--- src/rtl/mod_counter_ud.sv ---
// mod_counter_ud: prescaled modulo-LIMIT up/down counter with wrap or saturate ends.
// Define MODCNT_LOAD_EN to add the iLoad/iLoadVal synchronous load port.
module mod_counter_ud #(
   parameter int  LIMIT    = 60,
   parameter int  PRESCALE = 1,
   parameter int  WRAP     = 1,
   localparam int W        = ($clog2(LIMIT) > 1) ? $clog2(LIMIT) : 1,
   localparam int PW       = ($clog2(PRESCALE) > 1) ? $clog2(PRESCALE) : 1
) (
   input  logic         iClk,
   input  logic         iRst,
   input  logic         iEn,
   input  logic         iDir,
   input  logic         iClr,
`ifdef MODCNT_LOAD_EN
   input  logic         iLoad,
   input  logic [W-1:0] iLoadVal,
`endif
   output logic [W-1:0] oValue,
   output logic         oStrb,
   output logic         oTc
);
   localparam logic [W-1:0]  TOP     = W'(LIMIT - 1);
   localparam logic [W-1:0]  NEAR    = W'(LIMIT - 2);
   localparam logic [PW-1:0] PRE_TOP = PW'(PRESCALE - 1);
   logic [W-1:0]  value;
   logic [W-1:0]  valNext;
   logic [PW-1:0] pre;
   logic          step;
   logic          atTop;
   logic          atBot;
   logic          strbNext;
   assign oValue = value;
   always_comb begin
      step     = iEn && (pre == PRE_TOP);
      atTop    = value == TOP;
      atBot    = value == '0;
      oTc      = step && (iDir ? atBot : atTop);
      valNext  = iDir ? (atBot ? ((WRAP != 0) ? TOP : '0) : value - W'(1))
                      : (atTop ? ((WRAP != 0) ? '0 : TOP) : value + W'(1));
      // Saturating mode pulses on arrival at the end, not while parked there.
      strbNext = (WRAP != 0) ? oTc : step && (iDir ? value == W'(1) : value == NEAR);
   end
`ifdef MODCNT_LOAD_EN
   logic [W-1:0] loadVal;
   assign loadVal = ({1'b0, iLoadVal} >= (W + 1)'(LIMIT)) ? TOP : iLoadVal;
`endif
   always_ff @(posedge iClk) begin
      if (!iRst || iClr) begin
         value <= '0;
         pre   <= '0;
         oStrb <= 1'b0;
      end
`ifdef MODCNT_LOAD_EN
      else if (iLoad) begin
         value <= loadVal;
         pre   <= '0;
         oStrb <= 1'b0;
      end
`endif
      else begin
         if (iEn) pre <= (pre == PRE_TOP) ? '0 : pre + PW'(1);
         if (step) value <= valNext;
         oStrb <= strbNext;
      end
   end
endmodule
--- config.mk ---
export PLATFORM = sky130hd
export DESIGN_NAME = mod_counter_ud
export DESIGN_NICKNAME = d
export VERILOG_FILES = /design/src/rtl/mod_counter_ud.sv
export SDC_FILE = /design/constraint.sdc
export NUM_CORES = 1
export LEC_CHECK = 0
export CAP_MARGIN = 20
export CELL_PAD_IN_SITES_DETAIL_PLACEMENT = 1
export CELL_PAD_IN_SITES_GLOBAL_PLACEMENT = 2
export CORE_AREA = 2 2 41 71
export CTS_CLUSTER_SIZE = 12
export DETAILED_ROUTE_END_ITERATION = 8
export DIE_AREA = 0 0 43 73
export PLACE_DENSITY_LB_ADDON = 0.12
export SYNTH_ARGS = -nofsm -noshare
export SYNTH_HDL_FRONTEND = slang
export SYNTH_SLANG_ARGS = --single-unit
--- constraint.sdc ---
create_clock -name iClk -period 1.7 [get_ports iClk]
set_clock_uncertainty 0.05 [all_clocks]
set_input_delay 0.255 -clock iClk [delete_from_list [all_inputs] [get_ports iClk]]
set_output_delay 0.255 -clock iClk [all_outputs]
set_load 0.03 [all_outputs]
==> flow_metrics.env, run 1 <==
export IMPL_powerDensity_nw_per_um2=650
export IMPL_drtIter0Drc=29
export IMPL_hp_class="register to register"
export IMPL_dpl_hpwl_um=1780
export IMPL_dp_cells=130
export IMPL_startpoint_type="register"
export IMPL_setup_viol=1
export IMPL_synthArstFlopShare=0
export IMPL_ir_drop_mv=0.300
export IMPL_drc=0
export IMPL_finalNetCount=119
export IMPL_ctsLongestPathBuffers=2
export IMPL_syn_avg_cell_area_sq_um=7.82
export IMPL_synth_area_sq_um=594
export IMPL_grt_overflow_total=0
export IMPL_die_w_um=43
export IMPL_synth_cells=76
export IMPL_yosys_top_cells_area="dfxtp_1, ha_1, xnor2_1"
export IMPL_final_area_sq_um=977
export IMPL_die_area_sq_um=3140
export IMPL_start_util=0.226
export IMPL_path_clk_slew_ns=0.04
export IMPL_ys_seq_area_frac=0.236
export IMPL_power_total_uw=636
export IMPL_yosys_area_top_type_share=0.236
export IMPL_p_leak_nw=0.405
export IMPL_diodes=0
export IMPL_yosysTopAreaCell="dfxtp_1"
export IMPL_worstPathRequired_ns=1.39
export IMPL_finalHoldViolations=0
export IMPL_grt_pass1_wl_um=3730
export IMPL_tightestPinTransition_ns=0.294
export IMPL_yosysMostFrequentCell="dfxtp_1"
export IMPL_ys_warnings_count=0
export IMPL_antenna_found_initial=0
export IMPL_port_buffers=12
export IMPL_cts_sinks=7
export IMPL_slew_limit_headroom=0.802
export IMPL_synth_nets=84
export IMPL_routed_via_count=716
export IMPL_cts_root_buf="clkbuf_8"
export IMPL_maxCapViolations=0
export IMPL_violations="negative setup slack"
export IMPL_wl_per_cell_um=16.8
export IMPL_postRouteAntennaNets=0
export IMPL_synthFlopType="dfxtp_1"
export IMPL_netlist_top_cells_count="dfxtp_1, nand2_1, nor2_1, o21ai_0"
export IMPL_numCtsBuffers=3
export IMPL_fp_coreArea_sq_um=2630
export IMPL_timing_final_crit_share=1.09
export IMPL_synth_edff_count=0
export IMPL_syn_to_final_growth_pct=64.4
export IMPL_h_tree_depth=1
export IMPL_globalRouteTotalUtil=0.163
export IMPL_cp_max_fo=5
export IMPL_rsz0062_at_grt="true"
export IMPL_grt_pass1_vias=758
export IMPL_wl_um=2310
export IMPL_period_minus_slack_ns=1.85
export IMPL_fin_cells=137
export IMPL_ys_seq_elements=7
export IMPL_crit_type="register to primary output"
export IMPL_grt_max_degree=15
export IMPL_cts_tree="built"
export IMPL_die_h_um=73
export IMPL_vias_per_cell=5.23
export IMPL_maxSlewViolCount=0
export IMPL_globalplace_congestion=0.767
export IMPL_cp_arrival_ns=1.54
export IMPL_synth_distinct_cells=33
export IMPL_placed_area_sq_um=881
export IMPL_dr_pass1_iters=4
export IMPL_ios=13
export IMPL_max_freq_mhz=542
export IMPL_crit_path_end_kind="primary output"
export IMPL_drive_gt1_frac=0.345
export IMPL_status="finished with violations"
export IMPL_r2r_setup_slack_ns=0.08
export IMPL_timing_final_ws_setup_ns=-0.145
export IMPL_setup_tns_ns=-0.145
export IMPL_insertion_delay_ns=0.23
export IMPL_rows=25
export IMPL_ctsHoldBuffers=0
layout by cell type (no fill, tap or decap), drive strengths merged, types with 2 or more instances in the layout:
cell / instances
nor2: 5
clkdlybuf4s50: 7
and3: 2
o21a: 2
nor3: 4
a21oi: 4
dfxtp: 7
o2111ai: 2
buf: 23
xnor2: 3
inv: 4
ha: 3
dlygate4sd2: 4
or3: 2
nand2b: 3
o21ai: 5
clkbuf: 4
nand3b: 2
nor2b: 2
nand2: 5
nand3: 4
nor3b: 2
worst max-delay path: stages, from the launching register on:
cell     delay (ns)
dfxtp_1        0.34
buf_4          0.15
nor4b_4        0.27
nor3b_4        0.26
o21a_2         0.16
buf_6          0.13
final cells by class:
cell class	count	area, sq um
sequential	7	144
fill	341	1650
multi-input combinational	61	445
tap	27	33.8
timing repair buffer	34	294
clock buffer	4	45.0
inverter	4	15.0
worst paths after layout:
check,startpoint,to,cells after the start
max,oValue[3],oTc,5
min,oValue[5],oValue[5],2
max reg2reg,oValue[0],oValue[3],6
min reg2reg,oValue[5],oValue[5],2
through the flow:
stage                     setup slack [ns]   util  hold slack, ns
after floorplan                     0.0544      -           0.380
after global placement             -0.0933  0.335           0.579
after detailed placement            -0.158  0.335           0.572
after CTS                           -0.172  0.365           0.609
after global routing                -0.236  0.372           0.647
final                               -0.145  0.372           0.596
registers in the layout (all words and copies together) (netlist names):
name    cells
oValue      6
oStrb       1
timing repair:
item / 4_1_cts / 5_1_grt
pin swaps: 2 / 1
setup endpoints to repair: 5 / 3
buffers inserted: 2 / 1
endpoints found under the hold margin: 0 / 0
gates resized for setup: 10 / 3
per-layer routing:
| layer | part of all wire | vias up | GRT usage |
|---|---|---|---|
| li1 | - | 349 | - |
| met4 | 0.020 | 0 | 0.0808 |
| met5 | 0 | - | 0 |
| met2 | 0.54 | 15 | 0.301 |
| met1 | 0.41 | 348 | 0.174 |
| met3 | 0.027 | 4 | 0.0223 |
kinds of logic after synthesis:
family                   count (synthesis)  share of synthesized area
AND/OR/NAND/NOR                         35                      0.362
AO/OA/AOI/OAI                           20                      0.229
buffers and inverters                    8                     0.0653
flip-flops                               7                      0.236
XOR/XNOR                                 3                     0.0442
adder cells (fa/ha/maj)                  3                     0.0632
power by group:
part	internal [mW]	switching [mW]
registers	0.173	0.0123
clock network	0.163	0.0852
logic	0.105	0.0965
total	0.441	0.194
(Power assumes the default switching activity.)
==> run 2: changes to the inputs <==
Settings changed: TNS_END_PERCENT set to 10.
==> flow_metrics.env, run 2 (synthesized netlist as in run 1, its figures left out) <==
export IMPL_status="finished with violations"
export IMPL_violations="negative setup slack"
export IMPL_dpl_hpwl_um=1710
export IMPL_largest_reg_flops=6
export IMPL_syn_to_final_growth_pct=61.3
export IMPL_startpoint_type="register"
export IMPL_crit_reg2reg_capture="oValue[4]"
export IMPL_grt_pass1_vias=767
export IMPL_wl_um=2190
export IMPL_postRouteAntennaNets=0
export IMPL_worstPathRequired_ns=1.39
export IMPL_finalHoldViolations=0
export IMPL_power_frac_clock=0.389
export IMPL_dpl_worst_slack_ns=-0.0642
export IMPL_tightestPinTransition_ns=0.331
export IMPL_sw_frac_of_total=0.299
export IMPL_rows=25
export IMPL_seqCellArea_sq_um=145
export IMPL_hp_start="oValue[5]"
export IMPL_setup_viol=1
export IMPL_path_clk_slew_ns=0.04
export IMPL_multi_input_area_sq_um=444
export IMPL_internal_power_uw=435
export IMPL_period_minus_slack_ns=1.83
export IMPL_dr_pass1_iters=3
export IMPL_globalRouteTotalUtil=0.160
export IMPL_finalNetCount=118
export IMPL_worst_r2r_path_depth=8
export IMPL_cts_root_buf="clkbuf_8"
export IMPL_mostFrequentLayoutCell="buf_4"
export IMPL_hp_class="register to register"
export IMPL_pwr_share_seq=0.300
export IMPL_max_freq_mhz=547
export IMPL_fp_coreArea_sq_um=2630
export IMPL_ios=13
export IMPL_die_w_um=43
export IMPL_ctsLongestPathBuffers=2
export IMPL_timing_final_ws_setup_ns=-0.128
export IMPL_rsz0062_at_grt="true"
export IMPL_antenna_found_initial=0
export IMPL_port_buffers=12
export IMPL_crit_type="register to primary output"
export IMPL_globalplace_congestion=0.770
export IMPL_p_sw_uw=185
export IMPL_cts_tree="built"
export IMPL_hold_path_end="oValue[5]"
export IMPL_numCtsBuffers=3
export IMPL_ctsHoldBuffers=0
export IMPL_drtIter0Drc=24
export IMPL_drive_gt1_frac=0.321
export IMPL_start_util=0.226
export IMPL_powerDensity_nw_per_um2=647
export IMPL_slew_limit_headroom=0.778
export IMPL_r2r_setup_slack_ns=0.07
export IMPL_ir_drop_mv=0.645
export IMPL_maxCapViolations=0
export IMPL_startpoint="oValue[0]"
export IMPL_vias_per_cell=5.19
export IMPL_crit_path_end_kind="primary output"
export IMPL_power_total_uw=620
export IMPL_die_h_um=73
export IMPL_insertion_delay_ns=0.23
export IMPL_power_frac_comb=0.312
export IMPL_timing_final_crit_share=1.08
export IMPL_routed_via_count=706
export IMPL_diodes=0
export IMPL_die_area_sq_um=3140
export IMPL_final_fill_count=345
export IMPL_final_cell_mix="buf_4, clkdlybuf4s50_1"
export IMPL_cts_sinks=7
export IMPL_whs_path_depth=2
export IMPL_h_tree_depth=1
export IMPL_grt_pass1_wl_um=3720
export IMPL_grt_max_degree=12
export IMPL_maxSlewViolCount=0
export IMPL_p_leak_nw=0.402
export IMPL_grt_overflow_total=0
export IMPL_drc=0
export IMPL_cp_max_fo=3
export IMPL_cp_arrival_ns=1.52
export IMPL_worstReg2RegStart="oValue[0]"
export IMPL_wl_per_cell_um=16.1
==> run 2: power by group through the flow <==
stage | Combinational, mW | Sequential (mW) | Clock, mW
floorplan | 0.0842 | 0.201 | 0
detailed placement | 0.177 | 0.190 | 0
finish | 0.193 | 0.186 | 0.241
global placement | 0.177 | 0.189 | 0
global route | 0.213 | 0.187 | 0.253
CTS | 0.193 | 0.186 | 0.248
==> run 2: what timing repair did <==
action	CTS	global route
pin swaps	2	0
gates resized for setup	14	2
endpoints found under the setup margin	6	3
buffers inserted	4	0
endpoints found under the hold margin	0	0
==> run 2: final cells by class <==
type	count	share of cell area
well taps	27	0.0352
multi-input cells	61	0.463
repair buffers	33	0.285
clock buffers	4	0.0470
flip-flops and latches	7	0.151
inverters	4	0.0183
==> run 2: per-layer routing <==
| metal | up-vias | share of wire | track usage |
|---|---|---|---|
| li1 | 345 | - | - |
| met1 | 338 | 0.41 | 0.190 |
| met2 | 15 | 0.52 | 0.266 |
| met3 | 8 | 0.031 | 0.0347 |
| met4 | 0 | 0.038 | 0.0842 |
| met5 | - | 0 | 0 |
==> run 2: worst max-delay path by stage <==
| stage | end | slack [ns] | cells after the start |
|---|---|---|---|
| 5_1_grt | oTc | -0.26 | 6 |
| 2_1_floorplan | oTc | -0.01 | 4 |
| 3_3_place_gp | oTc | -0.04 | 5 |
| 3_5_place_dp | oTc | -0.06 | 5 |
| 6_report | oTc | -0.13 | 6 |
| 4_1_cts | oTc | -0.16 | 6 |
==> run 2: per-stage QoR <==
stage          hold WS, ns  cell area (sq um)  utilization  TNS [ns]  std cells
6_report             0.553                958        0.365    -0.128        136
4_1_cts              0.560                953        0.363    -0.160        136
5_1_grt              0.616                958        0.365    -0.259        136
3_3_place_gp         0.557                852        0.324   -0.0690        128
2_1_floorplan        0.380                597            -   -0.0119         76
3_5_place_dp         0.557                852        0.324    -0.102        128
==> run 2: critical path: stages, from the launching register on <==
cell and delay, ns:
dfxtp_4 0.36, inv_4 0.06, ha_4 0.11, nor4b_4 0.22, nor3b_4 0.25, o21a_1 0.17, buf_6 0.14
